<file path="src/rtl/dma_pkg.sv">
// Shared definitions for the packet-to-memory receive DMA: frame magic,
// byte-lane geometry, FSM state encoding and the RMW merge-mask helper.
package dma_pkg;

    localparam logic [7:0]  DMA_MAGIC = 8'h44;
    localparam int unsigned LANE_W    = 8;
    localparam int unsigned LANES     = 4;

    typedef enum logic [3:0] {
        ST_IDLE,
        ST_MAGIC,
        ST_LEN_HI,
        ST_LEN_LO,
        ST_PAYLOAD,
        ST_WRITE,
        ST_RMW_READ,
        ST_RMW_WAIT,
        ST_DRAIN,
        ST_DONE
    } dma_state_t;

    // Lanes at or above the filled count take their value from memory.
    function automatic logic [LANES-1:0] merge_mask(input logic [1:0] filled);
        logic [LANES-1:0] mask;
        mask = '0;
        for (int unsigned i = 0; i < LANES; i++) begin
            mask[i] = (i >= 32'(filled));
        end
        return mask;
    endfunction

endpackage

</file>
<file path="src/rtl/dma_word_packer.sv">
// Assembles payload bytes into a little-endian word and merges memory data
// into the unfilled lanes for a read-modify-write of a partial word.
module dma_word_packer
    import dma_pkg::*;
(
    input  logic                      clock,
    input  logic                      clear_n,
    input  logic                      clear,
    input  logic                      insert,
    input  logic [LANE_W-1:0]         data,
    input  logic                      merge,
    input  logic [LANES*LANE_W-1:0]   read_data,
    output logic [LANES*LANE_W-1:0]   word,
    output logic [1:0]                step
);

    logic [LANES-1:0] mask;

    always_comb begin
        mask = merge_mask(step);
    end

    always_ff @(posedge clock or negedge clear_n) begin
        if (!clear_n) begin
            word <= '0;
            step <= '0;
        end else if (clear) begin
            word <= '0;
            step <= '0;
        end else if (insert) begin
            for (int unsigned i = 0; i < LANES; i++) begin
                if (i == 32'(step)) begin
                    word[i*LANE_W +: LANE_W] <= data;
                end
            end
            step <= step + 2'd1;
        end else if (merge) begin
            for (int unsigned i = 0; i < LANES; i++) begin
                if (mask[i]) begin
                    word[i*LANE_W +: LANE_W] <= read_data[i*LANE_W +: LANE_W];
                end
            end
        end
    end

endmodule

</file>
<file path="src/rtl/dma_packet_to_memory.sv">
// Receive DMA: parses magic + big-endian length framing and writes the payload
// to memory as little-endian words, using read-modify-write for a partial tail.
module dma_packet_to_memory
  import dma_pkg::*;
#(
  parameter logic [7:0]  MAGIC         = DMA_MAGIC,
  parameter int unsigned ADDRESS_WIDTH = 32,
  parameter int unsigned DATA_WIDTH    = 32
) (
  input  logic                     clock,
  input  logic                     clear_n,
  input  logic                     enable_valid,
  input  logic [ADDRESS_WIDTH-1:0] enable_value_address,
  input  logic                     input_packet_valid,
  input  logic [7:0]               input_packet_data,
  input  logic                     input_packet_last,
  output logic                     input_packet_ready,
  output logic                     memory_memory_valid,
  output logic [ADDRESS_WIDTH-1:0] memory_memory_address,
  output logic                     memory_memory_write,
  output logic [DATA_WIDTH-1:0]    memory_memory_write_data,
  input  logic                     memory_ready,
  input  logic                     memory_response_valid,
  input  logic [DATA_WIDTH-1:0]    memory_response_read_data,
  input  logic                     memory_response_error,
  output logic                     mem_response_memory_response_ready,
  output logic                     busy,
  output logic                     done_,
  output logic                     error
);

  dma_state_t               state;
  logic [ADDRESS_WIDTH-1:0] address;
  logic [15:0]              length;
  logic [15:0]              length_dec;
  logic                     err_flag;
  logic                     last_seen;
  logic                     accept;
  logic                     pack_clear;
  logic                     pack_insert;
  logic                     pack_merge;
  logic [DATA_WIDTH-1:0]    word;
  logic [1:0]               step;

  assign input_packet_ready = state inside {ST_MAGIC, ST_LEN_HI, ST_LEN_LO, ST_PAYLOAD, ST_DRAIN};
  assign memory_memory_valid      = (state == ST_WRITE) || (state == ST_RMW_READ);
  assign memory_memory_write      = (state == ST_WRITE);
  assign memory_memory_address    = address;
  assign memory_memory_write_data = word;
  assign mem_response_memory_response_ready = 1'b1;
  assign busy  = (state != ST_IDLE);
  assign done_ = (state == ST_DONE);
  assign error = (state == ST_DONE) && err_flag;

  assign accept      = input_packet_valid && input_packet_ready;
  assign length_dec  = length - 16'd1;
  assign pack_insert = (state == ST_PAYLOAD) && accept;
  assign pack_merge  = (state == ST_RMW_WAIT) && memory_response_valid && !memory_response_error;
  assign pack_clear  = ((state == ST_WRITE) && memory_ready) || ((state == ST_IDLE) && enable_valid);

  dma_word_packer u_packer (
    .clock     (clock),
    .clear_n   (clear_n),
    .clear     (pack_clear),
    .insert    (pack_insert),
    .data      (input_packet_data),
    .merge     (pack_merge),
    .read_data (memory_response_read_data),
    .word      (word),
    .step      (step)
  );

  always_ff @(posedge clock or negedge clear_n) begin
    if (!clear_n) begin
      state     <= ST_IDLE;
      address   <= '0;
      length    <= '0;
      err_flag  <= 1'b0;
      last_seen <= 1'b0;
    end else begin
      case (state)
        ST_IDLE: begin
          if (enable_valid) begin
            address   <= enable_value_address & ~ADDRESS_WIDTH'(3);
            length    <= '0;
            err_flag  <= 1'b0;
            last_seen <= 1'b0;
            state     <= ST_MAGIC;
          end
        end
        ST_MAGIC: begin
          if (accept) begin
            if (input_packet_data != MAGIC) begin
              err_flag <= 1'b1;
              state    <= input_packet_last ? ST_DONE : ST_DRAIN;
            end else if (input_packet_last) begin
              err_flag <= 1'b1;
              state    <= ST_DONE;
            end else begin
              state <= ST_LEN_HI;
            end
          end
        end
        ST_LEN_HI: begin
          if (accept) begin
            length[15:8] <= input_packet_data;
            if (input_packet_last) begin
              err_flag <= 1'b1;
              state    <= ST_DONE;
            end else begin
              state <= ST_LEN_LO;
            end
          end
        end
        ST_LEN_LO: begin
          if (accept) begin
            length[7:0] <= input_packet_data;
            if ({length[15:8], input_packet_data} == 16'd0) begin
              state <= ST_DONE;
            end else if (input_packet_last) begin
              err_flag <= 1'b1;
              state    <= ST_DONE;
            end else begin
              state <= ST_PAYLOAD;
            end
          end
        end
        ST_PAYLOAD: begin
          if (accept) begin
            length    <= length_dec;
            last_seen <= input_packet_last;
            if (input_packet_last && (length > 16'd1)) begin
              err_flag <= 1'b1;
            end
            // A full word always goes straight out; a partial one needs RMW.
            if (step == 2'd3) begin
              state <= ST_WRITE;
            end else if ((length_dec == 16'd0) || input_packet_last) begin
              state <= ST_RMW_READ;
            end
          end
        end
        ST_WRITE: begin
          if (memory_ready) begin
            address <= address + ADDRESS_WIDTH'(4);
            if (last_seen) begin
              state <= ST_DONE;
            end else if (length == 16'd0) begin
              state <= ST_DRAIN;
            end else begin
              state <= ST_PAYLOAD;
            end
          end
        end
        ST_RMW_READ: begin
          if (memory_ready) begin
            state <= ST_RMW_WAIT;
          end
        end
        ST_RMW_WAIT: begin
          if (memory_response_valid) begin
            if (memory_response_error) begin
              err_flag <= 1'b1;
              state    <= ST_DONE;
            end else begin
              state <= ST_WRITE;
            end
          end
        end
        ST_DRAIN: begin
          if (accept && input_packet_last) begin
            err_flag <= 1'b1;
            state    <= ST_DONE;
          end
        end
        ST_DONE: begin
          err_flag <= 1'b0;
          state    <= ST_IDLE;
        end
        default: state <= ST_IDLE;
      endcase
    end
  end

endmodule

</file>
<file path="config.mk">
export PLATFORM = sky130hd
export DESIGN_NAME = dma_packet_to_memory
export DESIGN_NICKNAME = d
export VERILOG_FILES = /design/src/rtl/dma_pkg.sv /design/src/rtl/dma_word_packer.sv /design/src/rtl/dma_packet_to_memory.sv
export SDC_FILE = /design/constraint.sdc
export NUM_CORES = 1
export LEC_CHECK = 0
export ABC_AREA = 0
export BUFFER_PORTS_ARGS = -buffer_cell sky130_fd_sc_hd__buf_4
export CAP_MARGIN = 20
export CORE_ASPECT_RATIO = 0.5
export CORE_MARGIN = 3
export CORE_UTILIZATION = 25
export CTS_CLUSTER_SIZE = 14
export DETAILED_ROUTE_END_ITERATION = 8
export PLACE_DENSITY = 0.42
export SYNTH_ARGS = -nofsm -noshare
export SYNTH_HDL_FRONTEND = slang
export SYNTH_SLANG_ARGS = --single-unit
</file>
<file path="constraint.sdc">
create_clock -name clock -period 2.7 [get_ports clock]
set_input_delay 0.135 -clock clock [delete_from_list [all_inputs] [get_ports clock]]
set_output_delay 0.135 -clock clock [all_outputs]
set_load 0.1 [all_outputs]
</file>
Yosys cells after proc, flatten, opt, wreduce, memory -nomap -nowiden:

Index checks and enable logic that the tools add are counted.

* input port bits: 80
* word-level logic and storage cells: 145
* output and inout port bits: 71
* register bits after elaboration: 88

* equal/unequal tests: 31
* $add $sub $neg: 3
* order comparisons: 4
* mux-type cells: 56
* reductions and logical operators: 40

Operators by type and width (number)
* 32-bit 2-to-1 mux: 5
* 4-bit 2-to-1 mux: 19
* 8-bit 2-to-1 mux: 8
* 32-bit one-hot mux with 2 select lines: 1
* 16-bit logical NOT: 3
* 8-bit one-hot mux with 3 select lines: 2
* 4-bit one-hot mux with 9 select lines: 1
* 32-bit by 3-bit adder with 32-bit output (second input constant): 1
* 16-bit 2-to-1 mux: 2
* 2-bit inequality test (second input constant): 9
* 3-bit nonzero test: 6
* 4-bit by 3-bit == test with 1-bit output (second input constant): 4
* 16-bit by 1-bit greater-than comparator with 1-bit output (second input constant): 1
* 16-bit by 1-bit subtractor with 16-bit output (second input constant): 1
* 3-bit AND reduction: 5
* 1-bit 2-to-1 mux: 14
* 3-bit by 2-bit inequality test with 1-bit output (second input constant): 4
* 11-bit AND reduction: 1
* 10-bit AND reduction: 1
* 1-bit logical AND: 9
* 4-bit by 2-bit == test with 1-bit output (second input constant): 2
* 4-bit == test (second input constant): 2
* 8-bit by 7-bit inequality test with 1-bit output (second input constant): 1
* 1-bit one-hot mux with 8 select lines: 1
* other kinds (21): 31

Logic depth before layout (Yosys ltp):

Gate-level depths: netlist (run 1).

* depth in word-level cells: 7
* depth in mapped cells: 11
* depth with buffers taken out: 9

Modules after synthesis:

Synthesis (run 1) repeated with hierarchy kept, for this count alone.

* cell total of the unflattened synthesis: 667
* area, all modules: 5760.5 µm²

Modules (own cells, without submodules)
* dma_packet_to_memory: times used 1, cells each 498, area each 3902.5 µm², sequential area each 1301.2 µm²
* dma_word_packer: times used 1, cells each 169, area each 1858.0 µm², sequential area each 850.8 µm²

Worst setup path after synthesis (run 1):

OpenSTA, ideal clock, no wires.

* kind: register to output
* from: register state[2]
* to: output port input_packet_ready
* required time: 2.565 ns
* arrival: 3.086 ns
* buffers on the path: 2
* setup slack: -0.521 ns
* stages on the path, launching flop included: 4
* cells stage by stage: dfrtp_1 -> clkbuf_1 -> buf_1 -> o31ai_1

* longest elaborated chain between the ends: 2
* elaborated cells on any way between the ends: 6
* those cells by class: eq/ne (5); reduce/logical (1)

Ends and longest elaborated chain
* start: declaration: RTL line dma_packet_to_memory.sv:32 `dma_state_t state;`
* start signal: assignment: RTL line dma_packet_to_memory.sv:95 `state <= input_packet_last ? ST_DONE : ST_DRAIN;`
* 4-bit by 1-bit == test with 1-bit output, or another cell as far along: RTL line dma_packet_to_memory.sv:45 `assign input_packet_ready = state inside {ST_MAGIC, ST_LEN_HI, ST_LEN_LO, ST_PAYLOAD, ST_DRAIN};`
* 5-bit nonzero test (*): RTL line dma_packet_to_memory.sv:45
* end: declaration: RTL line dma_packet_to_memory.sv:17 `output logic input_packet_ready,`

Mark *: on every way between the ends. The rest lies on a longest branch, timed or not.

Worst setup path in the final report (run 1):

* from: register length[0]
* to: register state[0]

* longest elaborated chain between the ends: 5

Ends and longest elaborated chain
* start: declaration: RTL line dma_packet_to_memory.sv:34 `logic [15:0] length;`
* start signal: assignment: RTL line dma_packet_to_memory.sv:117 `length[7:0] <= input_packet_data;`
* start signal: assignment: RTL line dma_packet_to_memory.sv:130 `length <= length_dec;`
* 16-bit by 1-bit subtractor with 16-bit output: RTL line dma_packet_to_memory.sv:56 `assign length_dec = length - 16'd1;`
* 16-bit logical NOT: RTL line dma_packet_to_memory.sv:138 `end else if ((length_dec == 16'd0) || input_packet_last) begin`
* 1-bit logical OR: RTL line dma_packet_to_memory.sv:138
* 3-bit by 1-bit inequality test with 1-bit output (no line)
* 10-bit AND reduction (no line)

No other way between the ends.
A chain may end at the register's enable or synchronous reset.

==> flow_metrics.env, run 1 <==
export IMPL_grt_max_degree=63
export IMPL_io_buffers=145
export IMPL_reg2reg_depth=10
export IMPL_core_area_sq_um=20800
export IMPL_clock_sinks=86
export IMPL_antenna_left=0
export IMPL_timing_fmax_ghz=0.390
export IMPL_min_to="memory_memory_address[2]"
export IMPL_period_share_pct=94.9
export IMPL_skew_ps=11.9
export IMPL_maxSlewViolCount=0
export IMPL_synth_yosys_seq_area_share_pct=40.2
export IMPL_async_reset_ff_share_pct=100
export IMPL_hold_start="enable_value_address[2]"
export IMPL_start_kind="register"
export IMPL_synth_simple_gate_area_share_pct=22.8
export IMPL_grt_setup_unrepaired="true"
export IMPL_synth_mux_area_share_pct=1.05
export IMPL_synth_top_family_by_area="compound AO/OA/AOI/OAI gates"
export IMPL_synth_compound_area_share_pct=27.9
export IMPL_yosysUniqueCellTypes=59
export IMPL_drtIter0Drc=411
export IMPL_syn_avg_cell_area_sq_um=7.92
export IMPL_timing_worst_setup_path_type="reg -> reg"
export IMPL_layout_drive_gt1_share_pct=27.3
export IMPL_clkTransAtPathRegs_ps=70
export IMPL_critPathSlowestCell="a2111oi_4"
export IMPL_status="finished, final reports clean"
export IMPL_hpwl_mm=14.4
export IMPL_vias=5519
export IMPL_synthXorXnorAreaFrac_pct=0.818
export IMPL_drv_cap=0
export IMPL_first_global_vias=5441
export IMPL_synth_edf_count=0
export IMPL_tightest_slew_ps=576
export IMPL_crit_chain="inv_1 -> ha_2 -> or3b_4 -> buf_4 -> nand2_1 -> a211o_1 -> a2111oi_4 -> nand3_2 -> a21oi_2 -> mux2_1"
export IMPL_placementRows=37
export IMPL_dr_pass1_iters=5
export IMPL_antenna_cells=0
export IMPL_gp_congestion=0.881
export IMPL_maxSlewHeadroom_pct=61.1
export IMPL_grt_antenna_before_repair=0
export IMPL_hold_ws_ps=35.8
export IMPL_routed_wl_mm=19.4
export IMPL_syn_area_sq_um=5360
export IMPL_reg2reg_from="length[0]"
export IMPL_clk_insertion_delay_late_ps=350
export IMPL_cts_buffers=9
export IMPL_critical_path_max_stage_delay_ps=380
export IMPL_die_h_um=109
export IMPL_wire_per_inst_um=17.6
export IMPL_p_per_area_nw_per_um2=1380
export IMPL_worst_setup_path_end_kind="register"
export IMPL_root_buffer="clkbuf_16"
export IMPL_hold_depth=3
export IMPL_worstPathRequired_ps=2930
export IMPL_route_detailed_vias_per_inst=4.99
export IMPL_rr_endpoint="state[0]"
export IMPL_cts_tree="yes"
export IMPL_setup_viol=0
export IMPL_min_period_ps=2560
export IMPL_crit_fanout=5
export IMPL_ys_seq_elements=86
export IMPL_htreeDepth=3
export IMPL_cts_buffer_depth=2
export IMPL_leakage_nw=3.16
export IMPL_ys_warn_count=0
export IMPL_io_pin_count=151
export IMPL_synth_cells=676
export IMPL_synth_flop_cell="dfrtp_1"
export IMPL_peakVddDrop_mv=0.679
export IMPL_reg2reg_slack_ps=140
export IMPL_die_w_um=213
export IMPL_utilization_pct=34.9
export IMPL_hold_violations=0
export IMPL_grt_usage_pct=16.9
export IMPL_fp_dieArea_sq_um=23300
export IMPL_synthAdderAreaFrac_pct=2.34
export IMPL_areaGrowthSynthToFinish_pct=35.6
export IMPL_grt_overflow_total=0
export IMPL_grt_pass1_wl_mm=30.8
export IMPL_min_path_type="in -> reg"
export IMPL_drcViolationCount=0
export IMPL_worstPathArrival_ps=2790
export IMPL_start_util_pct=25.8
export IMPL_final_nets=917
==> per-stage QoR <==
stage	area, sq um	std cells	total power, mW	setup WS, ps	TNS (ps)
2_1_floorplan	5370	677	7.16	19.4	0
3_3_place_gp	6910	1086	8.75	117	0
3_5_place_dp	6910	1086	8.76	64.1	0
4_1_cts	7230	1103	10.1	53.6	0
5_1_grt	7260	1105	10.6	-8.35	-8.35
6_report	7260	1105	10.0	138	0
==> how the worst max path moves through the flow <==
stage / from / endpoint / cells past startpoint
4_1_cts: length[0] / state[0] / 9
2_1_floorplan: length[0] / state[0] / 11
6_report: length[0] / state[0] / 10
5_1_grt: length[0] / state[0] / 9
3_5_place_dp: length[0] / state[0] / 9
3_3_place_gp: length[0] / state[1] / 9
==> cell usage after synthesis (all sizes together), types with 5 or more instances <==
cell	count	area (sq um)
a2bb2oi	7	61.3
buf	14	91.3
a22oi	10	75.1
o211ai	6	45.0
clkbuf	33	124
nand4	7	43.8
a21oi	113	569
and2	7	43.8
nor2	79	297
nor4	5	37.5
nand2	72	270
dfrtp	86	2150
nor3	18	105
mux2	5	56.3
and3	18	113
nand3	25	130
o22ai	17	106
o21ai	75	375
inv	11	41.3
nand2b	5	31.3
ha	10	125
==> report_power, final <==
group / switching [mW] / internal [mW] / total (mW) / leakage (nW)
registers: 0.477 / 1.77 / 2.25 / 1.04
logic: 4.99 / 1.48 / 6.47 / 1.97
clock network: 0.597 / 0.732 / 1.33 / 0.147
==> sequential cells by signal, indices dropped and copies added, names as in the netlist <==
register	cells
memory_memory_address	30
u_packer.word	32
last_seen	1
state	4
length	16
u_packer.step	2
err_flag	1
==> worst max-delay path, delay by kind of cell (launching register included) <==
family | cells | cell delay (ps)
adders and majority gates | 1 | 190
buffers and inverters | 2 | 230
DFF | 1 | 370
AOI/OAI and AO/OA | 3 | 870
muxes | 1 | 340
and+or+nand+nor | 3 | 440
==> final cells by class <==
| type | instances | area [sq um] |
|---|---|---|
| Inverter | 11 | 41.3 |
| Timing Repair Buffer | 186 | 1420 |
| Multi-Input combinational cell | 533 | 3000 |
| Clock buffer | 9 | 225 |
| Sequential cell | 86 | 2150 |
| Fill cell | 2230 | 13500 |
| Clock inverter | 7 | 81.3 |
| Tap cell | 273 | 342 |
==> routing by layer <==
metal  global-route usage [%]  vias to the layer above  wire length [um]
met4                     2.84                        0               155
met3                     3.56                       13               945
met1                     23.0                     2628              9250
met2                     28.1                      128              9080
li1                         -                     2750                 -
met5                        0                        -                 0
==> what timing repair did <==
action | CTS | global route
resized for setup | 0 | 5
endpoints found under the setup margin | 0 | 2
buffers inserted | 0 | 2
hold endpoints to repair | 30 | 0
hold buffers | 1 | 0
==> cell families (layout without fill, tap and decap cells) <==
| logic type | count (synthesis) | count (layout) |
|---|---|---|
| buf+inv | 58 | 213 |
| simple gates | 252 | 252 |
| xor+xnor | 5 | 5 |
| other cells | 2 | 3 |
| compound gates | 258 | 258 |
| flops | 86 | 86 |
| mux | 5 | 5 |
| fa+ha+maj | 10 | 10 |
==> cells in the final DEF, fill, tap and decap left out, types with 3 or more instances in the layout <==
cell type  count
nor4_1         4
nor3_1        13
a2bb2oi_1      7
nor2b_1        3
ha_1           9
a22oi_1       10
a21oi_1      111
xnor2_1        3
clkbuf_16      9
inv_6          3
nand3_1       24
and3_1        18
conb_1         3
o211ai_1       6
nand4_1        7
nand2_1       72
o21ai_0       72
nor3_2         5
dfrtp_1       86
o22ai_1       17
nand2b_1       5
inv_1         10
or4_1          4
nor2_1        78
a32oi_1        4
mux2_2         3
and2_1         7
a21o_1         4
buf_4        183
a31oi_1        4
No activity file was read; power rests on OpenSTA's default activity.
==> run 2: changes to the inputs <==
Settings changed: SETUP_SLACK_MARGIN set to 0.2, SKIP_CTS_REPAIR_TIMING set to 1.
==> flow_metrics.env, run 2 (same netlist as run 1, synthesis figures left out) <==
export IMPL_clkTransAtPathRegs_ps=70
export IMPL_cts_tree="yes"
export IMPL_first_global_vias=5390
export IMPL_cts_buffers=9
export IMPL_final_cell_mix="buf_4, a21oi_1, nor2_1, dfrtp_1"
export IMPL_die_w_um=213
export IMPL_io_pin_count=151
export IMPL_pwr_share_comb_pct=64.2
export IMPL_route_detailed_vias_per_inst=5.09
export IMPL_maxSlewHeadroom_pct=57.1
export IMPL_grt_pass1_wl_mm=30.2
export IMPL_grt_usage_pct=16.6
export IMPL_regMostFlops="u_packer.word"
export IMPL_peakVddDrop_mv=0.598
export IMPL_placementRows=37
export IMPL_setup_tns_ps=0
export IMPL_status="finished, final reports clean"
export IMPL_utilization_pct=34.9
export IMPL_antenna_cells=0
export IMPL_hold_violations=0
export IMPL_leakage_nw=3.14
export IMPL_grt_overflow_total=0
export IMPL_routed_wl_mm=19.7
export IMPL_power_frac_seq_pct=22.7
export IMPL_drv_cap=0
export IMPL_start_kind="register"
export IMPL_fp_dieArea_sq_um=23300
export IMPL_maxSlewViolCount=0
export IMPL_antenna_left=0
export IMPL_wire_per_inst_um=17.9
export IMPL_hold_ws_ps=23.6
export IMPL_vias=5604
export IMPL_period_share_pct=94.6
export IMPL_place_ws_ps=76.7
export IMPL_clock_sinks=86
export IMPL_cts_buffer_depth=2
export IMPL_layout_drive_gt1_share_pct=28.0
export IMPL_final_nets=913
export IMPL_clock_power_share_pct=13.1
export IMPL_worstPathArrival_ps=2790
export IMPL_htreeDepth=3
export IMPL_min_period_ps=2560
export IMPL_worst_setup_path_end_kind="register"
export IMPL_largest_register_ffs=32
export IMPL_internal_power_mw=3.99
export IMPL_instances_no_fill=1101
export IMPL_layout_commonest_cell="buf_4"
export IMPL_die_h_um=109
export IMPL_clk_insertion_delay_late_ps=350
export IMPL_drcViolationCount=0
export IMPL_crit_fanout=6
export IMPL_gp_congestion=0.882
export IMPL_drtIter0Drc=414
export IMPL_timing_fmax_ghz=0.391
export IMPL_core_area_sq_um=20800
export IMPL_io_buffers=145
export IMPL_start_util_pct=25.8
export IMPL_root_buffer="clkbuf_16"
export IMPL_min_path_type="in -> reg"
export IMPL_worst_slack_ps=145
export IMPL_timing_worst_setup_path_type="reg -> reg"
export IMPL_place_inst=1081
export IMPL_hpwl_mm=14.4
export IMPL_skew_ps=7.50
export IMPL_areaGrowthSynthToFinish_pct=35.6
export IMPL_setup_viol=0
export IMPL_p_switching_mw=6.06
export IMPL_grt_antenna_before_repair=0
export IMPL_worstPathRequired_ps=2940
export IMPL_grt_setup_unrepaired="true"
export IMPL_dr_pass1_iters=7
export IMPL_tightest_slew_ps=644
export IMPL_p_per_area_nw_per_um2=1380
export IMPL_grt_max_degree=46
export IMPL_swShare_pct=60.3
export IMPL_reg2reg_slack_ps=140
-- run 2: cell count changes in the layout (fill, tap and decap cells not counted), moves of 2 or more --
cell / change
buf_4: -4
dfrtp_1: -8
dfrtp_2: +8
inv_1: -2
inv_6: -3
nor3_2: -2
-- run 2: power by group through the flow --
stage,registers [mW],logic [mW],clock network (mW)
after global placement,2.28,6.44,0
final,2.28,6.46,1.32
after floorplan,5.34,1.83,0
after CTS,2.28,6.45,1.37
after global routing,2.36,6.79,1.41
after detailed placement,2.30,6.44,0
-- run 2: cell type report --
class / instances / area (sq um)
Fill cell: 2235 / 13500
Multi-Input combinational cell: 533 / 3020
Sequential cell: 86 / 2160
Timing Repair Buffer: 182 / 1390
Tap cell: 273 / 342
Clock buffer: 11 / 243
Clock inverter: 5 / 58.8
Inverter: 11 / 43.8
-- run 2: worst paths after layout --
| path | from | to | cells after the start |
|---|---|---|---|
| max | length[0] | state[0] | 9 |
| min | enable_value_address[2] | memory_memory_address[2] | 3 |
| max reg2reg | length[0] | state[0] | 9 |
| min reg2reg | u_packer.word[23] | u_packer.word[23] | 2 |
| max in group asynchronous | clear_n | length[13] | 3 |
| min in group asynchronous | clear_n | memory_memory_address[29] | 2 |
-- run 2: routing by layer --
metal / wire [um] / global-route usage, % / vias to the layer above
met4: 196 / 3.27 / 0
met1: 9330 / 22.4 / 2727
met5: 0 / 0 / -
met3: 815 / 3.56 / 14
li1: - / - / 2746
met2: 9360 / 27.7 / 117
-- run 2: through the flow --
step / instance area [sq um] / total power, mW
after global routing: 7260 / 10.6
after CTS: 7200 / 10.1
after global placement: 6900 / 8.72
after floorplan: 5400 / 7.18
final: 7260 / 10.1
after detailed placement: 6900 / 8.74
-- run 2: critical path, stage by stage (launching register included) --
cell	delay, ps
dfrtp_2	450
inv_4	80
ha_4	130
or3b_4	420
nor4b_4	230
o21ai_2	90
a2111oi_4	350
nand3_2	170
a21oi_4	170
mux2_1	330
==> run 3: changes to the inputs <==
Settings changed: CELL_PAD_IN_SITES_DETAIL_PLACEMENT set to 0, CELL_PAD_IN_SITES_GLOBAL_PLACEMENT set to 1, PLACE_DENSITY 0.42 to 0.55.
==> flow_metrics.env, run 3 (same netlist as run 1, synthesis figures left out) <==
export IMPL_status="finished, final reports clean"
export IMPL_worst_setup_path_end_kind="register"
export IMPL_grt_usage_pct=17.1
export IMPL_cts_buffer_depth=2
export IMPL_grt_setup_unrepaired="true"
export IMPL_instances_no_fill=1091
export IMPL_final_nets=906
export IMPL_drcViolationCount=0
export IMPL_die_h_um=109
export IMPL_wl_met2_mm=9.30
export IMPL_io_buffers=145
export IMPL_root_buffer="clkbuf_16"
export IMPL_placed_area_sq_um=6860
export IMPL_layout_drive_gt1_share_pct=27.1
export IMPL_dr_pass1_iters=4
export IMPL_timing_fmax_ghz=0.389
export IMPL_io_pin_count=151
export IMPL_place_ws_ps=51.5
export IMPL_multi_input_area_sq_um=3010
export IMPL_vias=5461
export IMPL_grt_pass1_wl_mm=30.8
export IMPL_start_util_pct=25.8
export IMPL_clkTransAtPathRegs_ps=70
export IMPL_wl_met3_um=802
export IMPL_hold_ws_ps=16.5
export IMPL_worst_slack_ps=132
export IMPL_crit_chain="inv_2 -> ha_4 -> or3b_4 -> nor4b_4 -> o21ai_2 -> a2111oi_4 -> nand3_2 -> a21oi_2 -> mux2_1"
export IMPL_worstPathRequired_ps=2920
export IMPL_final_cell_mix="buf_4, a21oi_1, nor2_1, dfrtp_1"
export IMPL_fp_dieArea_sq_um=23300
export IMPL_peakVddDrop_mv=0.613
export IMPL_wl_met1_mm=9.43
export IMPL_drtIter0Drc=325
export IMPL_regMostFlops="u_packer.word"
export IMPL_min_path_type="in -> reg"
export IMPL_gp_congestion=0.849
export IMPL_wire_per_inst_um=18.1
export IMPL_grt_max_degree=62
export IMPL_tightest_slew_ps=669
export IMPL_crit_fanout=6
export IMPL_period_share_pct=95.1
export IMPL_grt_antenna_before_repair=0
export IMPL_place_inst=1076
export IMPL_timing_worst_setup_path_type="reg -> reg"
export IMPL_clk_insertion_delay_late_ps=350
export IMPL_areaGrowthSynthToFinish_pct=34.1
export IMPL_hpwl_mm=14.5
export IMPL_leakage_nw=3.09
export IMPL_maxSlewHeadroom_pct=54.8
export IMPL_layout_commonest_cell="buf_4"
export IMPL_critical_path_max_stage_delay_ps=450
export IMPL_antenna_left=0
export IMPL_placementRows=37
export IMPL_htreeDepth=3
export IMPL_maxSlewViolCount=0
export IMPL_largest_register_ffs=32
export IMPL_skew_ps=8.21
export IMPL_die_w_um=213
export IMPL_fin_area_sq_um=7180
export IMPL_fillers=2217
export IMPL_setup_viol=0
export IMPL_drv_cap=0
export IMPL_worstPathArrival_ps=2790
export IMPL_hold_violations=0
export IMPL_core_area_sq_um=20800
export IMPL_p_per_area_nw_per_um2=1380
export IMPL_grt_overflow_total=0
export IMPL_seq_area_sq_um=2160
export IMPL_antenna_cells=0
export IMPL_cts_tree="yes"
export IMPL_routed_wl_mm=19.7
export IMPL_cts_buffers=9
export IMPL_critPathSlowestCell="dfrtp_2"
export IMPL_start_kind="register"
export IMPL_min_period_ps=2570
export IMPL_route_detailed_vias_per_inst=5.01
export IMPL_clock_sinks=86
export IMPL_first_global_vias=5387
export IMPL_highest_layer="met4"
## run 3: final cells by class
cell class                 instances  share of cell area [%]
tap                              273                    4.76
timing repair buffer             175                    18.8
inverter                          11                   0.575
clock inverter                     2                   0.488
sequential                        86                    30.1
clock buffer                      11                    3.38
multi-input combinational        533                    41.9
## run 3: power by group
| part | leakage, nW | switching [mW] | internal (mW) |
|---|---|---|---|
| clock network | 0.137 | 0.533 | 0.727 |
| registers | 1.03 | 0.489 | 1.78 |
| logic | 1.92 | 4.96 | 1.43 |
| total | 3.09 | 5.98 | 3.94 |
## run 3: path summary, 6_finish.rpt
check                           cells past startpoint  slack (ps)                     from                        end
worst max-delay path                                9         130                length[0]                   state[0]
worst min-delay path                                3          20  enable_value_address[2]   memory_memory_address[2]
worst max register to register                      9         130                length[0]                   state[0]
worst min register to register                      2         480        u_packer.word[10]          u_packer.word[10]
max in group asynchronous                           3        1720                  clear_n                  length[0]
min in group asynchronous                           2         250                  clear_n  memory_memory_address[21]
## run 3: layer usage
layer  up-vias  GRT usage (%)
li1       2717              -
met3        13           3.42
met1      2611           23.1
met2       120           28.9
met4         0           2.99
met5         -              0
## run 3: critical path, delay by kind of cell, from the launching register on
kind            cells  cell delay, ps
mux                 1             340
compound gates      3             600
buf+inv             1             100
fa+ha+maj           1             140
simple gates        3             820
flops               1             450
## run 3: per-stage QoR
stage / utilization, % / power, mW / TNS, ps
after floorplan: - / 7.18 / 0
after global placement: 33.0 / 8.68 / 0
after detailed placement: 33.0 / 8.71 / 0
after CTS: 34.4 / 9.99 / 0
after global routing: 34.5 / 10.5 / -3.36
final: 34.5 / 9.92 / 0
